<file path="src/rtl/dmem_arbiter.sv">
// Data-memory arbiter: CPU load/store path vs. debug/loader port, round-robin on ties.
// Optional macro DMEM_ARB_STARVE_LIMIT_EN caps locked debug bursts at MAX_DBG_RUN when the CPU waits.
//
//   state   | meaning
//   IDLE    | no grant; arbitrate pending requests
//   GNT_CPU | CPU access performed and acknowledged this cycle
//   GNT_DBG | debug access performed this cycle; held while dbg_lock
module dmem_arbiter #(
    parameter logic [31:0] BASE_ADDR    = 32'h1001_0000,
    parameter int          MEMORY_DEPTH = 1024,
    parameter int          ADDR_W       = 10,
    parameter int          MAX_DBG_RUN  = 8
) (
    input  logic              i_clk,
    input  logic              i_reset,
    input  logic              i_cpu_req,
    input  logic              i_cpu_we,
    input  logic [31:0]       i_cpu_addr,
    input  logic [31:0]       i_cpu_wdata,
    output logic [31:0]       o_cpu_rdata,
    output logic              o_cpu_ack,
    output logic              o_cpu_stall,
    input  logic              i_dbg_req,
    input  logic              i_dbg_we,
    input  logic              i_dbg_lock,
    input  logic [31:0]       i_dbg_addr,
    input  logic [31:0]       i_dbg_wdata,
    output logic [31:0]       o_dbg_rdata,
    output logic              o_dbg_ack,
    output logic [ADDR_W-1:0] o_mem_addr,
    output logic [31:0]       o_mem_wdata,
    output logic              o_mem_we,
    output logic              o_mem_re,
    input  logic [31:0]       i_mem_rdata,
    output logic              o_addr_fault
);

    typedef enum logic [1:0] {IDLE, GNT_CPU, GNT_DBG} state_t;

    localparam logic [31:0] LIMIT = 32'(4 * MEMORY_DEPTH);

    state_t            r_state, w_state_next;
    logic              r_last_dbg;
    logic [ADDR_W-1:0] r_mem_addr;
    logic [31:0]       r_mem_wdata, r_cpu_rdata, r_dbg_rdata;

    logic              w_cpu_gnt, w_dbg_gnt, w_gnt, w_we, w_fault, w_starve;
    logic [31:0]       w_addr, w_wdata, w_off, w_rdata;
    logic [ADDR_W-1:0] w_idx;

    // Reset mid-grant suppresses the access in that same cycle.
    assign w_cpu_gnt = (r_state == GNT_CPU) && !i_reset;
    assign w_dbg_gnt = (r_state == GNT_DBG) && !i_reset;
    assign w_gnt     = w_cpu_gnt | w_dbg_gnt;

    assign w_addr  = w_dbg_gnt ? i_dbg_addr  : i_cpu_addr;
    assign w_we    = w_dbg_gnt ? i_dbg_we    : i_cpu_we;
    assign w_wdata = w_dbg_gnt ? i_dbg_wdata : i_cpu_wdata;

    // Offset wraps, so addresses below the base land far above LIMIT.
    assign w_off   = w_addr - BASE_ADDR;
    assign w_fault = (w_off[1:0] != 2'b00) || (w_off >= LIMIT);
    assign w_idx   = w_off[ADDR_W+1:2];
    assign w_rdata = w_fault ? 32'h0 : i_mem_rdata;

    assign o_mem_addr   = i_reset ? '0    : (w_gnt ? w_idx : r_mem_addr);
    assign o_mem_wdata  = i_reset ? 32'h0 : (w_gnt ? w_wdata : r_mem_wdata);
    assign o_mem_we     = w_gnt & w_we & ~w_fault;
    assign o_mem_re     = w_gnt & ~w_we & ~w_fault;
    assign o_cpu_ack    = w_cpu_gnt;
    assign o_dbg_ack    = w_dbg_gnt;
    assign o_addr_fault = w_gnt & w_fault;
    assign o_cpu_rdata  = i_reset ? 32'h0 : (w_cpu_gnt ? w_rdata : r_cpu_rdata);
    assign o_dbg_rdata  = i_reset ? 32'h0 : (w_dbg_gnt ? w_rdata : r_dbg_rdata);
    assign o_cpu_stall  = i_cpu_req & ~w_cpu_gnt & ~i_reset;

`ifdef DMEM_ARB_STARVE_LIMIT_EN
    localparam int RUN_W = ($clog2(MAX_DBG_RUN + 1) > 4) ? $clog2(MAX_DBG_RUN + 1) : 4;
    localparam logic [RUN_W-1:0] RUN_LAST = RUN_W'(MAX_DBG_RUN - 1);

    // r_run counts debug grants already completed in the current burst.
    logic [RUN_W-1:0] r_run;

    assign w_starve = i_cpu_req && (r_run >= RUN_LAST);

    always_ff @(posedge i_clk) begin
        if (i_reset) begin
            r_run <= '0;
        end else if ((r_state == GNT_DBG) && (w_state_next == GNT_DBG)) begin
            if (r_run < RUN_LAST) begin
                r_run <= r_run + 1'b1;
            end
        end else begin
            r_run <= '0;
        end
    end
`else
    logic [31:0] w_unused_max_run;
    assign w_unused_max_run = 32'(MAX_DBG_RUN);
    assign w_starve         = 1'b0;
`endif

    always_comb begin
        w_state_next = r_state;
        case (r_state)
            IDLE: begin
                if (i_cpu_req && i_dbg_req) begin
                    w_state_next = r_last_dbg ? GNT_CPU : GNT_DBG;
                end else if (i_cpu_req) begin
                    w_state_next = GNT_CPU;
                end else if (i_dbg_req) begin
                    w_state_next = GNT_DBG;
                end
            end
            GNT_CPU: w_state_next = IDLE;
            GNT_DBG: begin
                if (!(i_dbg_lock && i_dbg_req) || w_starve) begin
                    w_state_next = IDLE;
                end
            end
            default: w_state_next = IDLE;
        endcase
    end

    always_ff @(posedge i_clk) begin
        if (i_reset) begin
            r_state     <= IDLE;
            r_last_dbg  <= 1'b1;
            r_mem_addr  <= '0;
            r_mem_wdata <= 32'h0;
            r_cpu_rdata <= 32'h0;
            r_dbg_rdata <= 32'h0;
        end else begin
            r_state <= w_state_next;
            if (w_gnt) begin
                r_last_dbg  <= w_dbg_gnt;
                r_mem_addr  <= w_idx;
                r_mem_wdata <= w_wdata;
            end
            if (w_cpu_gnt) begin
                r_cpu_rdata <= w_rdata;
            end
            if (w_dbg_gnt) begin
                r_dbg_rdata <= w_rdata;
            end
        end
    end

endmodule

</file>
<file path="config.mk">
export PLATFORM = sky130hd
export DESIGN_NAME = dmem_arbiter
export DESIGN_NICKNAME = d
export VERILOG_FILES = /design/src/rtl/dmem_arbiter.sv
export SDC_FILE = /design/constraint.sdc
export NUM_CORES = 1
export LEC_CHECK = 0
export BUFFER_PORTS_ARGS = -buffer_cell sky130_fd_sc_hd__buf_2
export CAP_MARGIN = 15
export CORE_MARGIN = 3
export CORE_UTILIZATION = 30
export DETAILED_ROUTE_END_ITERATION = 12
export SLEW_MARGIN = 20
export SYNTH_ARGS = -nofsm -noshare
export SYNTH_HDL_FRONTEND = slang
export SYNTH_SLANG_ARGS = --single-unit
</file>
<file path="constraint.sdc">
create_clock -name i_clk -period 2.96 [get_ports i_clk]
set_input_delay 0.148 -clock i_clk [delete_from_list [all_inputs] [get_ports i_clk]]
set_output_delay 0.148 -clock i_clk [all_outputs]
set_load 0.02 [all_outputs]
</file>
---- After elaboration in Yosys (flattened, before gate mapping) ----
Index checks and enable logic that the tools add are counted.
operators by class
  bitwise logic cells ..................... 12
  eq/ne operators ......................... 4
  magnitude comparators ................... 1
  mux-type cells .......................... 18
  reduce and logical (&&, ||, !) cells .... 9
  add/sub/neg operators ................... 1
operators with widths
  cell                                                                 number
  2-to-1 mux 32 bit                                                    9
  greater-or-equal comparator 32 x 13 -> 1 bit, second input constant  1
  subtractor 32 x 29 -> 32 bit, second input constant                  1
  2-to-1 mux 10 bit                                                    2
  2-to-1 mux 2 bit                                                     5
  bitwise AND 1 bit                                                    7
  logical AND 1 bit                                                    4
  != test 4 bit, second input constant                                 1
  inverter 1 bit                                                       4
  one-hot mux 2 bit (2 select lines)                                   1
  equality test 2 x 1 -> 1 bit, second input constant                  1
  equality test 2 bit, second input constant                           1
  logical NOT 2 bit                                                    1
  != test 2 bit, second input constant                                 1
  AND reduction 2 bit                                                  1
  nonzero test 2 bit                                                   1
  logical NOT 1 bit                                                    1
  logical OR 1 bit                                                     1
  2-to-1 mux 1 bit                                                     1
  bitwise OR 1 bit                                                     1
storage, ports and cells
  register bits after elaboration ......... 109
  output and inout bits ................... 112

---- Logic depth before layout (Yosys ltp) ----
Gate-level depths: netlist of the first run.
  word-level depth ........................ 9
  mapped depth ............................ 9

---- Worst setup path before layout of the first run ----
No wires, ideal clock.
  kind .................................... reg-to-output
  from .................................... reg r_state[0]
  to ...................................... out o_dbg_rdata[10]
  slack ................................... 0.435 ns
  path buffers ............................ 3
  arrival ................................. 2.377 ns
  data required time ...................... 2.812 ns
  cell stages (with the launch flop) ...... 9
  cells stage by stage .................... dfxtp_1 > buf_6 > or3b_1 > buf_6 > or4_4 > o31a_4 > nor4_4 > buf_6 > a22o_1
on the way
  word-level cells in the longest chain between the ends .. 9
  elaborated cells between the ends (all ways) .. 10
  classes of those cells .................. 1 x add/sub; 1 x order compare; 1 x eq/ne; 4 x mux; 3 x reduce/logical
ends and longest elaborated chain
  what                                                                                line  RTL
  start, declared                                                                     42    state_t r_state, w_state_next;
  start signal, assigned                                                              134   r_state <= w_state_next;
  equality test 2 bit *                                                               53    assign w_dbg_gnt = (r_state == GNT_DBG) && !i_reset;
  logical AND 1 bit *                                                                 53
  2-to-1 mux 32 bit                                                                   56    assign w_addr = w_dbg_gnt ? i_dbg_addr : i_cpu_addr;
  subtractor 32 x 29 -> 32 bit                                                        61    assign w_off = w_addr - BASE_ADDR;
  greater-or-equal comparator 32 x 13 -> 1 bit or nonzero test 2 bit (tied branches)  62    assign w_fault = (w_off[1:0] != 2'b00) || (w_off >= LIMIT);
  logical OR 1 bit                                                                    62
  2-to-1 mux 32 bit                                                                   64    assign w_rdata = w_fault ? 32'h0 : i_mem_rdata;
  2-to-1 mux 32 bit *                                                                 --
  2-to-1 mux 32 bit *                                                                 74    assign o_dbg_rdata = i_reset ? 32'h0 : (w_dbg_gnt ? w_rdata : r_dbg_rdata);
  end, declared                                                                       28    output logic [31:0] o_dbg_rdata,
Mark *: on every way between the ends. The rest lies on a longest branch, timed or not.

---- Final worst setup path of the first run ----
  from .................................... reg r_state[1]
  to ...................................... out o_dbg_rdata[21]
The elaborated chain is that of the path after synthesis.

==> flow_metrics.tcl, run 1 <==
set metrics [dict create \
    run_status "completed" \
    grt.total_usage_pct 15.8 \
    global_route.usage.met2_pct 27.5 \
    whs_path_depth 2 \
    startpoint_class_of_the_critical_path "flip-flop" \
    power.share.switching_pct 27.3 \
    finalHoldViolations 0 \
    cts.htree.levels 3 \
    initial_utilization_pct 31.3 \
    min_period_ns 2.81 \
    final.setup.tns_ns 0 \
    cts.sink_count 109 \
    postSynthCellCount 439 \
    globalRoute.busiestLayer "met2" \
    worstSkewPairLatency_ns 0.35 \
    areaGrowthSynthToFinish_pct 43.9 \
    edff_count_synth 0 \
    min_period_over_period_pct 95.0 \
    die_height_um 130 \
    total_vias_in_the_final_route 4597 \
    cts_root_buf "sky130_fd_sc_hd__clkbuf_16" \
    yosys.cell_types.count 38 \
    worst_path_max_stage_delay_ns 0.45 \
    cap_viol_max_count 0 \
    postSynthRegisterBits 109 \
    antenna_found_initial 2 \
    pre_cts_ws_ns 0.236 \
    area_of_all_placed_cells_without_fillers_um2 6690 \
    via_count_of_the_first_global_routing_pass 4433 \
    sw_power_mw 0.913 \
    grt_start_max_net_pins 131 \
    place.port_buffers 278 \
    slew_of_the_pin_with_the_lowest_slew_margin_ns 0.876 \
    post-route-drc-count 0 \
    r2r-end "r_dbg_rdata[21]$_DFF_P_" \
    design.die.area_um2 17000 \
    min_path_type "input pin to flip-flop" \
    async_flop_share_pct 0 \
    die_w_um 130 \
    crit_slowest_cell "sky130_fd_sc_hd__or4_4" \
    cp_data_arrival_time_ns 2.66 \
    first_pass_grt_wire_length_um 21500 \
    n_antenna_cell 0 \
    path_depth 8 \
    netlist_top_cells_area "sky130_fd_sc_hd__dfxtp_1 47%, sky130_fd_sc_hd__a211oi_1 14%, sky130_fd_sc_hd__a22o_1 12%" \
    setup_viol 0 \
    synth_top_cell_by_area "sky130_fd_sc_hd__dfxtp_1" \
    worst_r2r_path_depth 10 \
    synth_top_area_share_pct 47.0 \
    synth_top_flop_cell "sky130_fd_sc_hd__dfxtp_1" \
    synth.avg_cell_area_um2 10.6 \
    rows 44 \
    timing.critical_path.max_delay_family "simple AND/OR/NAND/NOR gates" \
    fmax_ghz 0.356 \
    minimum_setup_slack_in_the_final_design_ns 0.149 \
    endpoint_kind "output port" \
    synth_commonest_cells "109 x sky130_fd_sc_hd__dfxtp_1, 84 x sky130_fd_sc_hd__a211oi_1, 65 x sky130_fd_sc_hd__a22o_1, 43 x sky130_fd_sc_hd__mux2i_1, 42 x sky130_fd_sc_hd__nor2b_1" \
    routing_usage_on_met3_pct 7.68 \
    ant_nets 0 \
    seq_power_share_pct 46.2 \
    place_area_um2 6150 \
    detail_route.iter0.violations 164 \
    hpwl_after_detailed_placement_um 10700 \
    rsz0062_at_grt "no" \
    yosysWarningCount 0 \
    clock_tree.buffer_depth 2 \
    cts_tree "yes" \
    timing.critical_path.required_ns 2.81 \
    crit_path_start "r_state[1]$_SDFFE_PP0P_" \
    dpl.cell_count 867 \
    cellPowerDensity_nw_per_um2 500 \
    cts-buffers-inserted 9 \
    vdd_drop_max_v 0.000357 \
    critical_path_peak_fanout 8 \
    worstSetupEndpoint "o_dbg_rdata[21]" \
    routed_wl_um 14900 \
    final-max-slew-violation-count 0 \
    drt_pass1_iterations 6 \
    critical_path.n_buffers_inverters 3 \
    p_int_mw 2.43 \
    gp_congestion 0.768 \
    synth_most_common_cell "sky130_fd_sc_hd__dfxtp_1" \
    cts.clk_slew.worst_paths_ns 0.07 \
    leakage_nw 3.11 \
    synth.cell_area_um2 4650 \
    syn_nets 606 \
    nNetsFinal 869 \
    r2r-start "r_state[1]$_SDFFE_PP0P_" \
    crit_path_cell_trace "or3b_4 > or4_4 > o31a_4 > nor4_4 > buf_6 > clkbuf_16 > a22o_1 > buf_4" \
    grt_util_met1_pct 16.8 \
    fill_cells 1437 \
    finalClockSkew_ns 0.00777 \
    wl_per_cell_um 16.7 \
    io_pins 279 \
    clock_power_share_pct 37.3 \
    final-instance-count-excl-fill 891 \
    via_per_inst 5.16 \
    r2r_slack_ns 0.58 \
    timing.slew.headroom_pct 41.6 \
    core_area_um2 14900 \
    synth_seq_area_share_pct 47.0 \
    worst-setup-path-type "flip-flop to output port" \
    comb_power_share_pct 16.4 \
    gr-total-overflow 0 \
    drive_gt1_share_pct 45.3 \
]
==> flip-flops by register name, indices dropped and copies added (netlist names) <==
name	cells
r_cpu_rdata	32
r_dbg_rdata	32
r_last_dbg	1
r_mem_addr	10
r_mem_wdata	32
r_state	2
==> cells by family after synthesis <==
group	synth area share, %
AOI/OAI and AO/OA	28.3
DFF	47.0
and+or+nand+nor	10.6
buffers and inverters	4.69
muxes	9.26
adders and majority gates	0.215
==> layer usage <==
layer  part of all wire, %  vias to the layer above
met1                    38                     2135
li1                      -                     2228
met3                    12                       23
met2                    48                      207
met5                  0.16                        -
met4                   1.7                        4
==> power groups by stage <==
stage,Sequential (mW),Clock (mW),Combinational [mW]
2_1_floorplan,1.57,0,0.330
3_3_place_gp,1.58,0,0.534
4_1_cts,1.55,1.29,0.553
5_1_grt,1.55,1.34,0.604
6_report,1.55,1.25,0.550
3_5_place_dp,1.58,0,0.550
==> worst min-delay path by stage <==
| stage | startpoint | to |
|---|---|---|
| floorplan | i_dbg_req | r_state[0]$_SDFFE_PP0P_ |
| global placement | i_dbg_req | r_state[0]$_SDFFE_PP0P_ |
| detailed placement | i_dbg_req | r_state[0]$_SDFFE_PP0P_ |
| CTS | i_mem_rdata[6] | r_cpu_rdata[6]$_DFF_P_ |
| global route | i_mem_rdata[20] | r_cpu_rdata[20]$_DFF_P_ |
| finish | i_mem_rdata[6] | r_cpu_rdata[6]$_DFF_P_ |
==> cell type report <==
cell class | count | area (µm²) | area share, %
Tap cell | 184 | 230 | 3.44
Timing Repair Buffer | 294 | 1670 | 25.0
Clock inverter | 6 | 80.1 | 1.20
Sequential cell | 109 | 2190 | 32.7
Multi-Input combinational cell | 283 | 2270 | 33.9
Inverter | 5 | 18.8 | 0.281
Clock buffer | 10 | 229 | 3.42
==> cell usage in the layout, fill, tap and decap left out, drive strengths merged, types with 2 or more instances in the layout <==
cell	count
nor4bb	2
mux2i	43
nor2	4
dfxtp	109
a21oi	6
nand2	3
buf	291
a22o	65
nor3	3
clkbuf	12
or4	5
and3	2
inv	7
a211oi	84
nor2b	42
nor4	4
clkinv	2
and2	2
nand3	2
nand2b	2
==> repair_timing <==
action,4_1_cts,5_1_grt
endpoints found under the setup margin,64,64
hold buffers,1,0
resized for setup,4,40
pin swaps,0,5
gates cloned,0,3
endpoints found under the hold margin,1,0
buffers inserted,0,4
==> through the flow <==
step | utilization (%) | hold slack [ns] | total power [mW]
after floorplan | - | 0.240 | 1.90
after global placement | 41.4 | 0.347 | 2.11
after detailed placement | 41.4 | 0.349 | 2.13
after CTS | 43.6 | 0.0307 | 3.39
after global routing | 45.0 | 0.0420 | 3.50
final | 45.0 | 0.0460 | 3.34
Note: power is estimated with default switching activity, not from simulation.
==> inputs of run 2 (changes only) <==
- CORE_ASPECT_RATIO: not set -> 1.5
==> flow_metrics.tcl, run 2 (synthesized netlist as in run 1, its figures left out) <==
set metrics [dict create \
    design.die.area_um2 17000 \
    post-route-drc-count 0 \
    initial_utilization_pct 30.7 \
    wl_per_cell_um 16.0 \
    grt.total_usage_pct 15.7 \
    endpoint_kind "output port" \
    gr-total-overflow 0 \
    cts.clk_slew.worst_paths_ns 0.08 \
    cts_root_buf "sky130_fd_sc_hd__clkbuf_16" \
    min_period_ns 2.85 \
    die_height_um 158 \
    slew_of_the_pin_with_the_lowest_slew_margin_ns 0.944 \
    finalClockSkew_ns 0.00805 \
    leakage_nw 3.08 \
    finalHoldViolations 0 \
    grt_start_max_net_pins 89 \
    hpwl_after_detailed_placement_um 10800 \
    final-instance-count-excl-fill 902 \
    io_pins 279 \
    min_period_over_period_pct 96.2 \
    cts_tree "yes" \
    nNetsFinal 864 \
    timing.critical_path.required_ns 2.81 \
    detail_route.iter0.violations 284 \
    dpl.cell_count 884 \
    cts.sink_count 109 \
    drive_gt1_share_pct 44.7 \
    vdd_drop_max_v 0.000317 \
    routed_wl_um 14500 \
    cts-buffers-inserted 9 \
    ant_nets 0 \
    place.port_buffers 278 \
    worst-setup-path-type "flip-flop to output port" \
    final.setup.tns_ns 0 \
    critical_path_peak_fanout 32 \
    drt_pass1_iterations 4 \
    layout.cells.most_common "sky130_fd_sc_hd__buf_2" \
    total_vias_in_the_final_route 4523 \
    core_area_um2 15100 \
    timing.slew.headroom_pct 37.1 \
    final-max-slew-violation-count 0 \
    clock_tree.buffer_depth 2 \
    first_pass_grt_wire_length_um 21400 \
    via_per_inst 5.01 \
    startpoint_class_of_the_critical_path "flip-flop" \
    fill_cells 1473 \
    via_count_of_the_first_global_routing_pass 4406 \
    worstSkewPairLatency_ns 0.36 \
    setup_viol 0 \
    rsz0062_at_grt "no" \
    areaGrowthSynthToFinish_pct 40.9 \
    cp_data_arrival_time_ns 2.70 \
    total_power_mw 3.34 \
    rows 55 \
    run_status "completed" \
    cap_viol_max_count 0 \
    min_path_type "input pin to flip-flop" \
    cellPowerDensity_nw_per_um2 510 \
    cts.htree.levels 3 \
    die_w_um 108 \
    reg.largest.list "r_cpu_rdata x32, r_dbg_rdata x32, r_mem_wdata x32" \
    mostFrequentLayoutCells "270 x sky130_fd_sc_hd__buf_2, 107 x sky130_fd_sc_hd__dfxtp_1, 84 x sky130_fd_sc_hd__a211oi_1, 65 x sky130_fd_sc_hd__a22o_1, 43 x sky130_fd_sc_hd__mux2i_1" \
    fmax_ghz 0.351 \
    antenna_found_initial 0 \
    gp_congestion 0.755 \
]
run 2: cell count changes in the layout (fill, tap and decap cells not counted), moves of 2 or more:
| cell | before | now |
|---|---|---|
| sky130_fd_sc_hd__buf_2 | 246 | 270 |
| sky130_fd_sc_hd__buf_4 | 38 | 15 |
| sky130_fd_sc_hd__buf_6 | 5 | 1 |
| sky130_fd_sc_hd__clkbuf_16 | 11 | 9 |
| sky130_fd_sc_hd__inv_8 | 0 | 2 |
run 2: critical path, cell delays in order, from the launching register on:
cell                      delay (ns)
sky130_fd_sc_hd__dfxtp_4        0.36
sky130_fd_sc_hd__or3b_4         0.43
sky130_fd_sc_hd__or4_4          0.56
sky130_fd_sc_hd__o31a_4         0.15
sky130_fd_sc_hd__nor4_4         0.26
sky130_fd_sc_hd__buf_12         0.23
sky130_fd_sc_hd__a22o_1         0.18
sky130_fd_sc_hd__buf_2          0.17
run 2: cell type report:
type,count,area (µm²),share of cell area (%)
Inverter,5,18.8,0.287
Clock inverter,7,81.3,1.24
Antenna cell,1,2.50,0.0382
Tap cell,199,249,3.80
Clock buffer,9,225,3.44
Sequential cell,109,2190,33.4
Timing Repair Buffer,289,1530,23.3
Multi-Input combinational cell,283,2260,34.5
run 2: power by group:
group,internal (mW),switching [mW],leakage (nW)
sequential,1.52,0.0245,0.887
clock,0.612,0.628,0.151
combinational,0.238,0.313,2.04
run 2: path summary, 6_finish.rpt:
kind                                         startpoint                 endpoint  slack, ns  cells past startpoint
worst min register to register  r_dbg_rdata[10]$_DFF_P_  r_dbg_rdata[10]$_DFF_P_       0.48                      1
worst max register to register  r_state[1]$_SDFFE_PP0P_  r_dbg_rdata[19]$_DFF_P_       0.72                      6
worst max-delay path            r_state[1]$_SDFFE_PP0P_          o_dbg_rdata[16]       0.11                      7
worst min-delay path                    i_mem_rdata[22]  r_dbg_rdata[22]$_DFF_P_       0.04                      2
run 2: metal layers:
layer	wire [µm]	track usage (%)	vias up	share of wire, %
li1	-	-	2218	-
met1	5870	17.7	2094	41
met2	7170	27.7	197	50
met3	1170	4.18	14	8.1
met4	251	6.92	0	1.7
met5	0	0	-	0
run 2: repair_timing:
action	in CTS	in global routing
cloned	0	0
setup buffers	0	0
setup endpoints to repair	49	8
hold buffers	1	0
hold endpoints to repair	2	0
resized for setup	3	8
run 2: through the flow:
step | setup slack (ns) | utilization, % | hold WS [ns] | instance area (µm²)
finish | 0.113 | 43.2 | 0.0361 | 6550
global route | 0.000920 | 43.2 | 0.0275 | 6540
CTS | 0.0677 | 43.1 | 0.0164 | 6520
detailed placement | 0.354 | 41.0 | 0.361 | 6200
global placement | 0.387 | 41.0 | 0.356 | 6200
floorplan | 0.435 | - | 0.240 | 4650
==> inputs of run 3 (changes only) <==
- PLACE_DENSITY: not set -> 0.65
==> flow_metrics.tcl, run 3 (synthesized netlist as in run 1, its figures left out) <==
set metrics [dict create \
    io_pins 279 \
    first_pass_grt_wire_length_um 21000 \
    wl_per_cell_um 16.1 \
    gr-total-overflow 0 \
    power.share.switching_pct 29.3 \
    via_count_of_the_first_global_routing_pass 4233 \
    cts.htree.levels 3 \
    cts_tree "yes" \
    run_status "completed" \
    cts.sink_count 109 \
    min_period_over_period_pct 97.5 \
    routed_wl_um 14700 \
    total_power_mw 3.36 \
    mostFrequentLayoutCells "257 x sky130_fd_sc_hd__buf_2, 107 x sky130_fd_sc_hd__dfxtp_1, 84 x sky130_fd_sc_hd__a211oi_1, 65 x sky130_fd_sc_hd__a22o_1, 43 x sky130_fd_sc_hd__mux2i_1" \
    n_antenna_cell 0 \
    total_vias_in_the_final_route 4500 \
    finalClockSkew_ns 0.0104 \
    place.port_buffers 278 \
    leakage_nw 3.15 \
    crit_path_cell_trace "or3b_4 > or4_4 > o31a_4 > nor4_4 > buf_6 > clkbuf_16 > a22o_1 > buf_4" \
    core_area_um2 15100 \
    ant_nets 0 \
    cts-buffers-inserted 9 \
    worst-setup-path-type "flip-flop to output port" \
    final.setup.tns_ns 0 \
    design.die.area_um2 17000 \
    hpwl_after_detailed_placement_um 10500 \
    clock_power_share_pct 37.7 \
    nNetsFinal 871 \
    min_period_ns 2.89 \
    comb_power_share_pct 16.4 \
    ff_latch_area_um2 2190 \
    seq_power_share_pct 45.9 \
    initial_utilization_pct 30.7 \
    die_w_um 108 \
    drive_gt1_share_pct 45.6 \
    cellPowerDensity_nw_per_um2 501 \
    slew_of_the_pin_with_the_lowest_slew_margin_ns 0.883 \
    globalRoute.busiestLayer "met2" \
    cp_data_arrival_time_ns 2.74 \
    global_route.usage.met2_pct 27.4 \
    worstSkewPairLatency_ns 0.36 \
    post-route-drc-count 0 \
    areaGrowthSynthToFinish_pct 44.5 \
    rows 55 \
    p_int_mw 2.38 \
    setup_viol 0 \
    min_path_type "input pin to flip-flop" \
    grt_start_max_net_pins 132 \
    cap_viol_max_count 0 \
    drt_pass1_iterations 4 \
    finalHoldViolations 0 \
    grt.total_usage_pct 15.4 \
    critical_path_peak_fanout 8 \
    sw_power_mw 0.984 \
    vdd_drop_max_v 0.000250 \
    layout.cells.most_common "sky130_fd_sc_hd__buf_2" \
    multi_input_area_um2 2270 \
    endpoint_kind "output port" \
    grt_util_met1_pct 17.7 \
    fill_cells 1488 \
    die_height_um 158 \
    crit_slowest_cell "sky130_fd_sc_hd__or4_4" \
    antenna_found_initial 0 \
    reg.largest.list "r_cpu_rdata x32, r_dbg_rdata x32, r_mem_wdata x32" \
    timing.critical_path.required_ns 2.81 \
    detail_route.iter0.violations 220 \
    cts_root_buf "sky130_fd_sc_hd__clkbuf_16" \
    timing.slew.headroom_pct 41.1 \
    startpoint_class_of_the_critical_path "flip-flop" \
    gp_congestion 0.760 \
    final-max-slew-violation-count 0 \
    routing_usage_on_met3_pct 4.46 \
    cts.clk_slew.worst_paths_ns 0.09 \
    clock_tree.buffer_depth 2 \
    via_per_inst 4.96 \
    worst_path_max_stage_delay_ns 0.44 \
    fmax_ghz 0.346 \
]
## run 3: metrics by stage
stage | cell area, µm² | hold WS [ns] | std cells | setup slack, ns | util [%]
2_1_floorplan | 4650 | 0.240 | 439 | 0.435 | -
6_report | 6710 | 0.0389 | 908 | 0.0739 | 44.3
3_5_place_dp | 6210 | 0.343 | 884 | 0.328 | 41.0
3_3_place_gp | 6210 | 0.347 | 884 | 0.386 | 41.0
5_1_grt | 6710 | 0.0252 | 908 | -0.0287 | 44.3
4_1_cts | 6540 | 0.0233 | 901 | 0.00790 | 43.2
## run 3: metal layers
metal	part of all wire, %	wire length, µm	vias to the layer above
li1	-	-	2231
met4	1.6	228	0
met1	40	5790	2069
met2	51	7480	184
met5	0	0	-
met3	7.9	1150	16
## run 3: what timing repair did
action,4_1_cts,5_1_grt
hold endpoints to repair,1,0
gates cloned,0,3
buffers inserted,0,4
resized for setup,1,27
hold buffers,1,0
endpoints found under the setup margin,64,64
pin swaps,0,5
## run 3: power groups by stage
stage / Clock, mW / Sequential [mW] / Combinational, mW
5_1_grt: 1.38 / 1.55 / 0.604
3_3_place_gp: 0 / 1.58 / 0.547
6_report: 1.27 / 1.54 / 0.551
2_1_floorplan: 0 / 1.57 / 0.330
4_1_cts: 1.31 / 1.54 / 0.555
3_5_place_dp: 0 / 1.58 / 0.552
## run 3: final timing paths
path                                               from                       to  slack, ns  cells after the start
worst max register to register  r_state[1]$_SDFFE_PP0P_   r_dbg_rdata[9]$_DFF_P_       0.58                      8
worst min register to register  r_cpu_rdata[16]$_DFF_P_  r_cpu_rdata[16]$_DFF_P_       0.48                      1
worst max-delay path            r_state[1]$_SDFFE_PP0P_          o_dbg_rdata[16]       0.07                      8
worst min-delay path                    i_mem_rdata[22]  r_cpu_rdata[22]$_DFF_P_       0.04                      2
## run 3: layout make-up
type                       count  share of cell area (%)
clock inverter                 7                    1.40
multi-input combinational    283                    33.9
sequential                   109                    32.6
clock buffer                   9                    3.35
inverter                       5                   0.280
tap                          199                    3.71
timing repair buffer         296                    24.8
## run 3: worst max-delay path: cells and delay by family, from the launching register on
kind	cells	cell delay, ns
simple gates	3	1.22
buf+inv	3	0.50
flops	1	0.36
compound gates	2	0.31
